### src/rtl/mrv32_fetch_if.sv
// Fetch-stage bus: instruction-memory request/response, decode presentation,
// writeback commit and fault/status reporting.
interface mrv32_fetch_if;
  logic        imem_req_valid;
  logic        imem_req_ready;
  logic [31:0] imem_addr;
  logic        imem_rsp_valid;
  logic [31:0] imem_rsp_data;
  logic        imem_rsp_err;
  logic        halt_req;
  logic        instr_valid;
  logic [31:0] instr_out;
  logic [31:0] pc_out;
  logic        instr_accept;
  logic [31:0] pc_next;
  logic        fetch_fault;
  logic [1:0]  fault_cause;
  logic [31:0] retire_count;

  modport master (
    output imem_req_valid, imem_addr, instr_valid, instr_out, pc_out,
           fetch_fault, fault_cause, retire_count,
    input  imem_req_ready, imem_rsp_valid, imem_rsp_data, imem_rsp_err,
           halt_req, instr_accept, pc_next
  );

  modport slave (
    input  imem_req_valid, imem_addr, instr_valid, instr_out, pc_out,
           fetch_fault, fault_cause, retire_count,
    output imem_req_ready, imem_rsp_valid, imem_rsp_data, imem_rsp_err,
           halt_req, instr_accept, pc_next
  );
endinterface

### src/rtl/mrv32_fetch.sv
// RV32I fetch stage: owns the PC and keeps exactly one instruction in flight,
// refetching only after writeback commits the next PC.
//
// state    | meaning
// ---------+----------------------------------------------------------
// ST_REQ   | request at pc presented, waiting for imem_req_ready
// ST_WAIT  | request accepted, waiting for imem response
// ST_HOLD  | instruction presented to decode, waiting for commit
// ST_IDLE  | committed with halt_req set, no fetch until it drops
// ST_FAULT | misaligned pc_next or access error; absorbing until reset
module mrv32_fetch #(
  parameter logic [31:0] RESET_PC = 32'h0000_0000
) (
  input logic            clk,
  input logic            rst_n,
  mrv32_fetch_if.master  bus
);

  typedef enum logic [2:0] {
    ST_REQ,
    ST_WAIT,
    ST_HOLD,
    ST_IDLE,
    ST_FAULT
  } state_t;

  state_t      state_q, state_d;
  logic [31:0] pc_q;
  logic [31:0] instr_q;
  logic [31:0] retire_q;
  logic [1:0]  cause_q;
  logic        load_instr;
  logic        load_err;
  logic        commit;
  logic        misaligned;

  assign misaligned = (bus.pc_next[1:0] != 2'b00);

  always_comb begin
    state_d    = state_q;
    load_instr = 1'b0;
    load_err   = 1'b0;
    commit     = 1'b0;
    case (state_q)
      ST_REQ: begin
        if (bus.imem_req_ready) state_d = ST_WAIT;
      end
      ST_WAIT: begin
        if (bus.imem_rsp_valid) begin
          if (bus.imem_rsp_err) begin
            load_err = 1'b1;
            state_d  = ST_FAULT;
          end else begin
            load_instr = 1'b1;
            state_d    = ST_HOLD;
          end
        end
      end
      ST_HOLD: begin
        if (bus.instr_accept) begin
          commit = 1'b1;
          if (misaligned)        state_d = ST_FAULT;
          else if (bus.halt_req) state_d = ST_IDLE;
          else                   state_d = ST_REQ;
        end
      end
      ST_IDLE: begin
        if (!bus.halt_req) state_d = ST_REQ;
      end
      ST_FAULT: begin
        state_d = ST_FAULT;
      end
      default: begin
        state_d = ST_REQ;
      end
    endcase
  end

  always_ff @(posedge clk or negedge rst_n) begin
    if (!rst_n) begin
      state_q  <= ST_REQ;
      pc_q     <= RESET_PC;
      instr_q  <= 32'h0;
      retire_q <= 32'h0;
      cause_q  <= 2'b00;
    end else begin
      state_q <= state_d;
      if (load_instr) instr_q <= bus.imem_rsp_data;
      if (load_err)   cause_q <= 2'b10;
      // A misaligned target is still loaded so the faulting PC is visible.
      if (commit) begin
        pc_q     <= bus.pc_next;
        retire_q <= retire_q + 32'd1;
        if (misaligned) cause_q <= 2'b01;
      end
    end
  end

  assign bus.imem_req_valid = (state_q == ST_REQ);
  assign bus.imem_addr      = pc_q;
  assign bus.pc_out         = pc_q;
  assign bus.instr_out      = instr_q;
  assign bus.instr_valid    = (state_q == ST_HOLD);
  assign bus.fetch_fault    = (state_q == ST_FAULT);
  assign bus.fault_cause    = cause_q;
  assign bus.retire_count   = retire_q;

endmodule

### src/flat_wrapper.sv
// flat-port wrapper written by rule: the top's interface ports become plain ports
module mrv32_fetch_flat 
#(
  parameter logic [31:0] RESET_PC = 32'h0000_0000
)
  (clk, rst_n, bus_imem_req_valid, bus_imem_addr, bus_instr_valid, bus_instr_out, bus_pc_out, bus_fetch_fault, bus_fault_cause, bus_retire_count, bus_imem_req_ready, bus_imem_rsp_valid, bus_imem_rsp_data, bus_imem_rsp_err, bus_halt_req, bus_instr_accept, bus_pc_next);
  mrv32_fetch_if bus_i ();
  input logic clk;
  input logic rst_n;
  output wire logic [$bits(bus_i.imem_req_valid)-1:0] bus_imem_req_valid;
  output wire logic [$bits(bus_i.imem_addr)-1:0] bus_imem_addr;
  output wire logic [$bits(bus_i.instr_valid)-1:0] bus_instr_valid;
  output wire logic [$bits(bus_i.instr_out)-1:0] bus_instr_out;
  output wire logic [$bits(bus_i.pc_out)-1:0] bus_pc_out;
  output wire logic [$bits(bus_i.fetch_fault)-1:0] bus_fetch_fault;
  output wire logic [$bits(bus_i.fault_cause)-1:0] bus_fault_cause;
  output wire logic [$bits(bus_i.retire_count)-1:0] bus_retire_count;
  input wire logic [$bits(bus_i.imem_req_ready)-1:0] bus_imem_req_ready;
  input wire logic [$bits(bus_i.imem_rsp_valid)-1:0] bus_imem_rsp_valid;
  input wire logic [$bits(bus_i.imem_rsp_data)-1:0] bus_imem_rsp_data;
  input wire logic [$bits(bus_i.imem_rsp_err)-1:0] bus_imem_rsp_err;
  input wire logic [$bits(bus_i.halt_req)-1:0] bus_halt_req;
  input wire logic [$bits(bus_i.instr_accept)-1:0] bus_instr_accept;
  input wire logic [$bits(bus_i.pc_next)-1:0] bus_pc_next;
  assign bus_imem_req_valid = bus_i.imem_req_valid;
  assign bus_imem_addr = bus_i.imem_addr;
  assign bus_instr_valid = bus_i.instr_valid;
  assign bus_instr_out = bus_i.instr_out;
  assign bus_pc_out = bus_i.pc_out;
  assign bus_fetch_fault = bus_i.fetch_fault;
  assign bus_fault_cause = bus_i.fault_cause;
  assign bus_retire_count = bus_i.retire_count;
  assign bus_i.imem_req_ready = bus_imem_req_ready;
  assign bus_i.imem_rsp_valid = bus_imem_rsp_valid;
  assign bus_i.imem_rsp_data = bus_imem_rsp_data;
  assign bus_i.imem_rsp_err = bus_imem_rsp_err;
  assign bus_i.halt_req = bus_halt_req;
  assign bus_i.instr_accept = bus_instr_accept;
  assign bus_i.pc_next = bus_pc_next;
  mrv32_fetch #(.RESET_PC(RESET_PC)) u_core (.clk(clk), .rst_n(rst_n), .bus(bus_i));
endmodule
### config.mk
export PLATFORM = sky130hd
export DESIGN_NAME = mrv32_fetch_flat
export DESIGN_NICKNAME = d
export VERILOG_FILES = /design/src/rtl/mrv32_fetch_if.sv /design/src/rtl/mrv32_fetch.sv /design/src/flat_wrapper.sv
export SDC_FILE = /design/constraint.sdc
export NUM_CORES = 1
export LEC_CHECK = 0
export CAP_MARGIN = 40
export CORE_MARGIN = 2
export CORE_UTILIZATION = 42
export DETAILED_ROUTE_END_ITERATION = 6
export GPL_TIMING_DRIVEN = 0
export HOLD_SLACK_MARGIN = 0.06
export PLACE_DENSITY = 0.81
export REMOVE_ABC_BUFFERS = 1
export SLEW_MARGIN = 20
export SYNTH_ARGS = -nofsm -noshare
export SYNTH_HDL_FRONTEND = slang
export SYNTH_SLANG_ARGS = --single-unit
### constraint.sdc
create_clock -name clk -period 2.6 [get_ports clk]
set_clock_uncertainty 0.2 [all_clocks]
set_input_delay 0.52 -clock clk [delete_from_list [all_inputs] [get_ports clk]]
set_output_delay 0.52 -clock clk [all_outputs]
set_load 0.005 [all_outputs]
==> summary.txt, run 1 <==
Routability cong. - 0.788
Initial Util - 43.3%
Worst Path Max Fanout - 12
Vias/cell - 4.88
EDFF count, synth - 0
Clock root buffer - clkbuf_8
WL/cell - 15.0 um
Post-route cell area - 0.00666 mm^2
Maximum vdd drop - 0.000563 V
R2R Path Start - u_core.state_q[0]$_DFFE_PN0P_
DR vias - 3493
Worst R2R End - u_core.bus.retire_count[22]$_DFFE_PN0P_
Gr usage total - 18.2%
H-tree depth - 3
Sequential area share after synthesis - 56.3%
Worst setup path endpoint - bus_instr_valid
RSZ-0062 raised after global routing - no
Crit. End Element - primary output
Reg2Reg Setup Slack - 330 ps
Core area - 0.0104 mm^2
Number of max-cap violations - 0
Die Y-Extent - 107 um
Post-synthesis cell type count - 38
Hold slack - 283 ps
Clock buffer depth - 2
Crit Path Class - reg2out
R2R depth - 4
#FFs+latches synth - 101
Min Clock Period, post-route - 2440 ps
Ant. Diodes - 0
Clock-pin slew on the worst setup and hold paths - 90 ps
Cell Area, Placed - 0.00642 mm^2
Later-pin clock latency in the skew report - 350 ps
Hold Fails Final Rpt - 0
Leak Pwr - 2.92 nW
First drt pass iteration count - 4
I/O pin total - 204
# rows - 37
Die ar. - 0.0115 mm^2
Async SR Flop Fraction - 100%
Global route overflow - 0
Most common cell after layout, fill and taps aside - clkdlybuf4s50_1
Final Core Density - 64.2%
Number of global-route vias before repair - 3435
Slew HR - 53.3%
Routed WL - 10.8 mm
Max Slew Vio Count - 0
Drc violations - 0
Synth-to-Final Area Change - 48.5%
Proportion of layout cells with a drive suffix above 1 - 10.7%
Largest net degree at the start of global routing - 80
Initial antenna violation count - 0
Setup violators final - 0
Antenna viol nets, final - 0
Power per Cell Area - 913 mW/mm^2
Count of input and output buffers - 203
Die width - 107 um
Final Cycle Share - 93.9%
Final cell count without fillers - 716
First-pass GRT wire length - 16.6 mm
CTS Buf Count - 9
Worst setup SP type - register
Fmax - 410 MHz
Status - finished, final reports clean
DP Wirelength - 7.84 mm
Syn Inst Count - 406
Initial detailed-routing violation count - 126
WP data arrival - 1720 ps
Pwr Total - 6.08 mW
Worst Setup SP - u_core.state_q[2]$_DFFE_PN0P_
CTS tree - done
Final nets - 649
Synthesized area per cell - 11.0 um^2
Placed cell count - 699
CP required - 1880 ps
Ys Warns - 0
CTS sink cnt - 101
Post-Syn Area - 0.00449 mm^2
Slew @ Worst Pin - 700 ps
Hold Path Class - reg2reg
Commonest cells after routing, fill and taps aside - clkdlybuf4s50_1, nand2_1, dfrtp_1, mux2_2, xnor2_1
Most used DFF post-synth - dfrtp_1
==> cells in the mapped netlist (2+ instances only) <==
| master | number | area [um^2] |
|---|---|---|
| nor3b_1 | 2 | 15.0 |
| a21o_1 | 2 | 15.0 |
| o21ai_0 | 3 | 15.0 |
| o22ai_1 | 2 | 12.5 |
| mux2_2 | 31 | 349 |
| nor4_4 | 4 | 85.1 |
| nand2b_1 | 3 | 18.8 |
| nor2_1 | 9 | 33.8 |
| xnor2_1 | 26 | 228 |
| inv_1 | 3 | 11.3 |
| nor2b_1 | 2 | 12.5 |
| nand3_1 | 11 | 55.1 |
| buf_2 | 7 | 35.0 |
| nand4b_1 | 4 | 35.0 |
| xor2_1 | 5 | 43.8 |
| and3_1 | 5 | 31.3 |
| buf_4 | 36 | 270 |
| nand4_1 | 10 | 62.6 |
| nor3_1 | 4 | 20.0 |
| dfrtp_1 | 101 | 2530 |
| nor4_1 | 2 | 12.5 |
| clkbuf_1 | 5 | 18.8 |
| nand2_1 | 114 | 428 |
==> through the flow <==
stage	TNS [ps]	setup slack (ps)
finish	0	158
global route	0	60.3
CTS	0	36.1
detailed placement	-10090	-525
global placement	-374490	-2870
floorplan	-6650	-341
==> metal layers <==
layer | up-vias | share of wire (%) | GRT usage, %
met5 | - | 0 | 0
met4 | 0 | 1.3 | 6.68
met3 | 13 | 7.7 | 4.30
met2 | 148 | 49 | 31.6
met1 | 1674 | 42 | 22.0
li1 | 1658 | - | -
==> critical path, stage by stage, from the launching register on <==
cell	delay (ps)
dfrtp_1	520
nor3b_1	300
clkdlybuf4s50_1	560
==> worst min-delay path by stage <==
stage	from	endpoint	slack, ps	cells past startpoint
after detailed placement	rst_n	u_core.bus.retire_count[27]$_DFFE_PN0P_	190	1
after global routing	u_core.bus.retire_count[29]$_DFFE_PN0P_	u_core.bus.retire_count[29]$_DFFE_PN0P_	310	1
after CTS	u_core.bus.retire_count[31]$_DFFE_PN0P_	u_core.bus.retire_count[31]$_DFFE_PN0P_	290	1
after global placement	u_core.bus.retire_count[31]$_DFFE_PN0P_	u_core.bus.retire_count[31]$_DFFE_PN0P_	260	1
after floorplan	rst_n	u_core.bus.fault_cause[0]$_DFF_PN0_	20	0
final	u_core.bus.retire_count[31]$_DFFE_PN0P_	u_core.bus.retire_count[31]$_DFFE_PN0P_	280	1
==> where the power goes <==
group | total [mW] | switching [mW] | internal, mW | leakage [nW]
combinational | 2.54 | 0.805 | 1.74 | 1.53
clock | 1.02 | 0.500 | 0.515 | 0.102
sequential | 2.52 | 0.424 | 2.10 | 1.29
==> flip-flops by register name, summed over array words and instances, names as in the netlist <==
register                 cells
u_core.bus.imem_addr        32
u_core.bus.instr_out        32
u_core.bus.retire_count     32
u_core.state_q               3
u_core.bus.fault_cause       2
==> cell type report <==
cell class                      instances  area, um^2
Clock inverter                          1        30.0
Tap cell                              136         170
Clock buffer                           13         169
Timing Repair Buffer                  207        2090
Multi-Input combinational cell        255        1660
Sequential cell                       101        2530
Fill cell                             801        3710
Inverter                                3        11.3
==> kinds of logic (layout without fill, tap and decap cells) <==
logic type	count (synthesis)	count (layout)	synth area share, %
xor gates and xnor gates	31	31	6.05
buffers and inverters	51	224	7.48
and+or+nand+nor	178	179	19.9
DFF	101	101	56.3
muxes	32	32	8.03
AOI/OAI and AO/OA	12	12	1.90
adders and majority gates	1	1	0.279
==> repair_timing <==
| action | CTS | global route |
|---|---|---|
| resized for setup | 1 | 1 |
| setup endpoints to repair | 15 | 15 |
| gates cloned | 0 | 1 |
| pin swaps | 1 | 0 |
| hold buffers | 1 | 0 |
| setup buffers | 1 | 0 |
| endpoints found under the hold margin | 22 | 0 |
Note: power is estimated with default switching activity, not from simulation.
==> run 2: changes to the inputs <==
--- a/config.mk
+++ b/config.mk
@@ -11,7 +11,7 @@
 export DETAILED_ROUTE_END_ITERATION = 6
 export GPL_TIMING_DRIVEN = 0
 export HOLD_SLACK_MARGIN = 0.06
-export PLACE_DENSITY = 0.81
+export PLACE_DENSITY = 0.79
 export REMOVE_ABC_BUFFERS = 1
 export SLEW_MARGIN = 20
 export SYNTH_ARGS = -nofsm -noshare
==> run 2 against run 1 <==
Effect of this change:
- die area stayed put
- total power fell by 2.0%
- fmax rose by 0.70%
- flip-flop and latch count is the same
- final cell count increased by 0.42%
- sequential power about the same
- worst setup slack improved by 17 ps
- register-to-register slack worse by 50 ps
- non-clock buffer count rose by 1
- critical endpoint is now u_core.bus.retire_count[10]$_DFFE_PN0P_
- first-iteration DRC count down 13%
- global-route usage is 0.75 points higher
- highest routed layer unchanged
==> summary.txt, run 2 (same netlist as run 1, synthesis figures left out) <==
Status - finished, final reports clean
Die Y-Extent - 107 um (unchanged)
Most common cell after layout, fill and taps aside - clkdlybuf4s50_1
Drc violations - 0 (unchanged)
WP data arrival - 2460 ps (+740 ps)
Min Clock Period, post-route - 2420 ps (-17.1 ps)
First-pass GRT wire length - 17.1 mm (+3.0%)
# rows - 37 (unchanged)
Later-pin clock latency in the skew report - 360 ps (about the same)
Initial detailed-routing violation count - 109 (-13%)
Antenna viol nets, final - 0 (unchanged)
Vias/cell - 4.90 (+0.52%)
Initial Util - 43.3% (unchanged)
Cell Area, Placed - 0.00642 mm^2 (unchanged)
I/O pin total - 204 (unchanged)
Slowest stage delay, CP - 620 ps (+60 ps)
First drt pass iteration count - 5 (+1)
Post-place setup slack - -534 ps (-8.19 ps)
R2R Path Start - u_core.state_q[0]$_DFFE_PN0P_
Worst Setup SP - bus_instr_accept
Number of global-route vias before repair - 3446 (+0.32%)
Number of max-cap violations - 0 (unchanged)
Maximum vdd drop - 0.000520 V (-7.6%)
H-tree depth - 3 (unchanged)
Worst R2R End - u_core.bus.retire_count[10]$_DFFE_PN0P_
Worst setup path endpoint - u_core.bus.retire_count[10]$_DFFE_PN0P_
Initial antenna violation count - 0 (unchanged)
Core area - 0.0104 mm^2 (unchanged)
Routed WL - 10.9 mm (+1.3%)
Worst Path Max Fanout - 21 (+9)
CTS Buf Count - 9 (unchanged)
Power per Cell Area - 897 mW/mm^2 (-1.8%)
Crit Path Class - in2reg
Setup violators final - 0 (unchanged)
Count of input and output buffers - 203 (unchanged)
Post-route cell area - 0.00665 mm^2 (-0.23%)
Hold Fails Final Rpt - 0 (unchanged)
Proportion of layout cells with a drive suffix above 1 - 10.8% (+0.12 points)
Hold Path Class - reg2reg
Clock root buffer - clkbuf_8
RSZ-0062 raised after global routing - no
Clock buffer depth - 2 (unchanged)
CTS tree - done
Routability cong. - 0.755 (-4.1%)
Crit. End Element - register
Gr usage total - 19.0% (+0.75 points)
Crit-path cells - clkdlybuf4s50_1 > nand4bb_4 > nor4_4 > nand3_1 > xnor2_1
Final cell count without fillers - 719 (+0.42%)
CP required - 2640 ps (+760 ps)
Slew HR - 52.3% (-0.95 points)
Synth-to-Final Area Change - 48.2%
Ant. Diodes - 0 (unchanged)
DR vias - 3526 (+0.94%)
R2R depth - 4 (unchanged)
Reg2Reg Setup Slack - 280 ps (-50 ps)
Final worst-path setup slack - 175 ps (+17.1 ps)
Leak Pwr - 2.92 nW (-0.21%)
CTS sink cnt - 101 (unchanged)
Placed cell count - 699 (unchanged)
WL/cell - 15.2 um (+0.91%)
Slowest CP cell - clkdlybuf4s50_1
Pwr Total - 5.96 mW (-2.0%)
Clock-pin slew on the worst setup and hold paths - 90 ps (about the same)
Final nets - 650 (+0.15%)
Die width - 107 um (unchanged)
Die ar. - 0.0115 mm^2 (unchanged)
Setup TNS - 0 ps (unchanged)
Worst setup SP type - input pin
Final Cycle Share - 93.3% (-0.66 points)
Slew @ Worst Pin - 715 ps (+14.3 ps)
DP Wirelength - 7.83 mm (-0.11%)
Global route overflow - 0 (unchanged)
Max Slew Vio Count - 0 (unchanged)
Fmax - 412 MHz (+0.70%)
Commonest cells after routing, fill and taps aside - clkdlybuf4s50_1, nand2_1, dfrtp_1, mux2_2, xnor2_1
Largest net degree at the start of global routing - 84 (+5.0%)
run 2: per-layer routing:
metal / part of all wire, % / GRT usage (%)
met5: 0 / 0
met4: 2.3 / 8.70
met3: 7.5 / 3.57
met2: 47 / 30.8
met1: 43 / 24.6
run 2: power by group:
part | internal, mW | switching [mW] | leakage, nW
registers | 2.10 | 0.420 | 1.29
logic | 1.74 | 0.805 | 1.54
clock network | 0.402 | 0.497 | 0.0877
total | 4.24 | 1.72 | 2.92
run 2: worst min path at each step:
stage	from	to	slack, ps	cells past startpoint
floorplan	rst_n	u_core.bus.fault_cause[0]$_DFF_PN0_	20	0
global placement	u_core.bus.fault_cause[0]$_DFF_PN0_	u_core.bus.fault_cause[0]$_DFF_PN0_	260	1
detailed placement	rst_n	u_core.bus.retire_count[27]$_DFFE_PN0P_	170	1
CTS	u_core.bus.fault_cause[0]$_DFF_PN0_	u_core.bus.fault_cause[0]$_DFF_PN0_	290	1
global route	u_core.bus.instr_out[6]$_DFFE_PN0P_	u_core.bus.instr_out[6]$_DFFE_PN0P_	320	1
finish	u_core.bus.fault_cause[0]$_DFF_PN0_	u_core.bus.fault_cause[0]$_DFF_PN0_	280	1
run 2: final cells by class:
type                       instances  area [um^2]
clock buffer                      15          166
clock inverter                     1         5.00
tap                              136          170
sequential                       101         2530
multi-input combinational        255         1660
fill                             856         3720
inverter                           3         11.3
timing repair buffer             208         2100
run 2: what timing repair did:
item / 4_1_cts / 5_1_grt
hold buffers: 1 / 0
hold endpoints to repair: 18 / 0
setup endpoints to repair: 12 / 14
gates resized for setup: 1 / 2
setup buffers: 2 / 0
pin swaps: 1 / 0
gates cloned: 0 / 1
run 2: per-stage QoR:
step	hold WS (ps)	utilization, %
6_report	284	64.1
5_1_grt	324	64.1
4_1_cts	286	63.9
3_5_place_dp	174	62.0
3_3_place_gp	262	61.4
2_1_floorplan	24.4	-
run 2: critical path, delay by kind of cell:
family / cells / cell delay [ps]
xor gates and xnor gates: 1 / 150
buffers and inverters: 1 / 620
and+or+nand+nor: 3 / 1150
==> run 3: changes to the inputs <==
--- a/config.mk
+++ b/config.mk
@@ -5,8 +5,8 @@
 export SDC_FILE = /design/constraint.sdc
 export NUM_CORES = 1
 export LEC_CHECK = 0
+export ABC_CLOCK_PERIOD_IN_PS = 2600
 export CAP_MARGIN = 40
-export CORE_MARGIN = 2
 export CORE_UTILIZATION = 42
 export DETAILED_ROUTE_END_ITERATION = 6
 export GPL_TIMING_DRIVEN = 0
==> run 3 against run 2 <==
Effect of this change:
- core utilization is 0.052 points lower
- critical endpoint is now bus_fetch_fault
- via count shrank 1.1%
- sequential power about the same
- highest routed layer unchanged
==> summary.txt, run 3 (same netlist as run 1, synthesis figures left out) <==
Final nets - 650 (unchanged)
Max Slew Vio Count - 0 (unchanged)
WP data arrival - 1710 ps (-750 ps)
First drt pass iteration count - 4 (-1)
Later-pin clock latency in the skew report - 360 ps (about the same)
Design internal power - 4.19 mW (-1.3%)
Hold slack - 273 ps (-11.1 ps)
Setup violators final - 0 (unchanged)
Switching Fraction - 28.5% (-0.40 points)
Maximum vdd drop - 0.000579 V (+11%)
Buf+Inv Stages, Crit Path - 1 (unchanged)
Gr usage total - 18.9% (-0.044 points)
Most common cell after layout, fill and taps aside - clkdlybuf4s50_1
Global route overflow - 0 (unchanged)
NetSw - 1.67 mW (-3.2%)
Leak Pwr - 2.90 nW (-0.58%)
Pwr Total - 5.85 mW (-1.8%)
Antenna viol nets, final - 0 (unchanged)
CP required - 1880 ps (-760 ps)
Drc violations - 0 (unchanged)
Commonest cells after routing, fill and taps aside - clkdlybuf4s50_1, nand2_1, dfrtp_1, mux2_2, xnor2_1
CTS Buf Count - 9 (unchanged)
Clock buffer depth - 2 (unchanged)
Crit. End Element - primary output
Synth-to-Final Area Change - 47.4%
Worst Path Max Fanout - 12 (-43%)
Crit Path Class - reg2out
Hold Fails Final Rpt - 0 (unchanged)
Vias/cell - 4.89 (-0.38%)
Number of max-cap violations - 0 (unchanged)
Ant. Diodes - 0 (unchanged)
CTS sink cnt - 101 (unchanged)
Count of input and output buffers - 203 (unchanged)
Slowest CP cell - dfrtp_1
Clock root buffer - clkbuf_8
Initial detailed-routing violation count - 189 (+73%)
First-pass GRT wire length - 16.4 mm (-3.8%)
DR vias - 3488 (-1.1%)
Gate power share - 43.1% (+0.4 points)
Largest net degree at the start of global routing - 83 (-1.2%)
RSZ-0062 raised after global routing - no
Clock power share - 14.0% (-1.1 points)
I/O pin total - 204 (unchanged)
Flop pwr share - 42.9% (+0.7 points)
Die width - 105 um (-1.9%)
CTS tree - done
Core area - 0.0103 mm^2 (-0.45%)
Die Y-Extent - 105 um (-1.9%)
Fmax - 411 MHz (-0.27%)
Final Cycle Share - 93.5% (+0.26 points)
Power per Cell Area - 885 mW/mm^2 (-1.3%)
Post-route cell area - 0.00661 mm^2 (-0.53%)
Worst setup SP type - register
DP Wirelength - 7.45 mm (-4.9%)
Initial Util - 43.4% (+0.19 points)
WL/cell - 14.8 um (-2.4%)
Crit-path cells - nor3b_1 > clkdlybuf4s50_1
Slew HR - 52.5% (+0.20 points)
# rows - 37 (unchanged)
Number of global-route vias before repair - 3419 (-0.78%)
Initial antenna violation count - 0 (unchanged)
H-tree depth - 3 (unchanged)
Top Family by Delay on Critical Path - flip-flops
Slew @ Worst Pin - 712 ps (-2.99 ps)
Routed WL - 10.6 mm (-3.0%)
Die ar. - 0.0111 mm^2 (-3.7%)
Routability cong. - 0.739 (-2.1%)
Clock-pin slew on the worst setup and hold paths - 80 ps (about the same)
Proportion of layout cells with a drive suffix above 1 - 10.4% (-0.43 points)
Slowest stage delay, CP - 550 ps (-70 ps)
Min Clock Period, post-route - 2430 ps (+6.67 ps)
Hold Path Class - reg2reg
Status - finished, final reports clean
Cell Area, Placed - 0.00642 mm^2 (unchanged)
## run 3: cell count changes in the layout (fill, tap and decap cells not counted)
cell      change
clkinv_2      -1
nor3b_1       +1
nor3b_2       -1
clkbuf_1      -3
clkbuf_8      -1
## run 3: routing by layer
layer	global-route usage [%]	part of all wire, %
met1	23.9	43
met2	31.5	49
met3	4.58	7.2
met4	6.84	0.94
met5	0	0
## run 3: path summary, 6_finish.rpt
path / from / to / slack (ps) / depth (start not counted)
worst max-delay path: u_core.state_q[2]$_DFFE_PN0P_ / bus_fetch_fault / 170 / 2
worst min-delay path: u_core.bus.retire_count[31]$_DFFE_PN0P_ / u_core.bus.retire_count[31]$_DFFE_PN0P_ / 270 / 1
worst max register to register: u_core.state_q[0]$_DFFE_PN0P_ / u_core.bus.retire_count[10]$_DFFE_PN0P_ / 320 / 4
worst min register to register: u_core.bus.retire_count[31]$_DFFE_PN0P_ / u_core.bus.retire_count[31]$_DFFE_PN0P_ / 270 / 1
max in group asynchronous: rst_n / u_core.state_q[1]$_DFFE_PN0P_ / 1150 / 3
min in group asynchronous: rst_n / u_core.bus.retire_count[29]$_DFFE_PN0P_ / 360 / 2
## run 3: what timing repair did
item | CTS | global route
gates cloned | 0 | 1
setup buffers | 2 | 0
pin swaps | 1 | 0
hold endpoints to repair | 19 | 0
hold buffers | 1 | 0
resized for setup | 1 | 1
endpoints found under the setup margin | 15 | 10
## run 3: cell type report
cell class                      count  area [um^2]
Clock buffer                       11          141
Fill cell                         801         3710
Inverter                            3         11.3
Multi-Input combinational cell    255         1660
Sequential cell                   101         2530
Tap cell                          136          170
Timing Repair Buffer              208         2100
## run 3: per-stage QoR
stage	std cells	TNS, ps	util, %	worst slack, ps
after CTS	713	0	63.9	4.04
after global routing	714	0	64.0	10.5
after global placement	697	-375340	61.6	-2850
after floorplan	358	-6650	-	-341
after detailed placement	699	-9720	62.2	-511
final	714	0	64.0	168
## run 3: power by group through the flow
stage	clock, mW	combinational [mW]	sequential (mW)
after floorplan	0	0.682	2.55
after global placement	0	2.48	2.49
after detailed placement	0	2.54	2.52
after CTS	0.854	2.55	2.50
after global routing	0.906	2.73	2.60
final	0.818	2.52	2.51
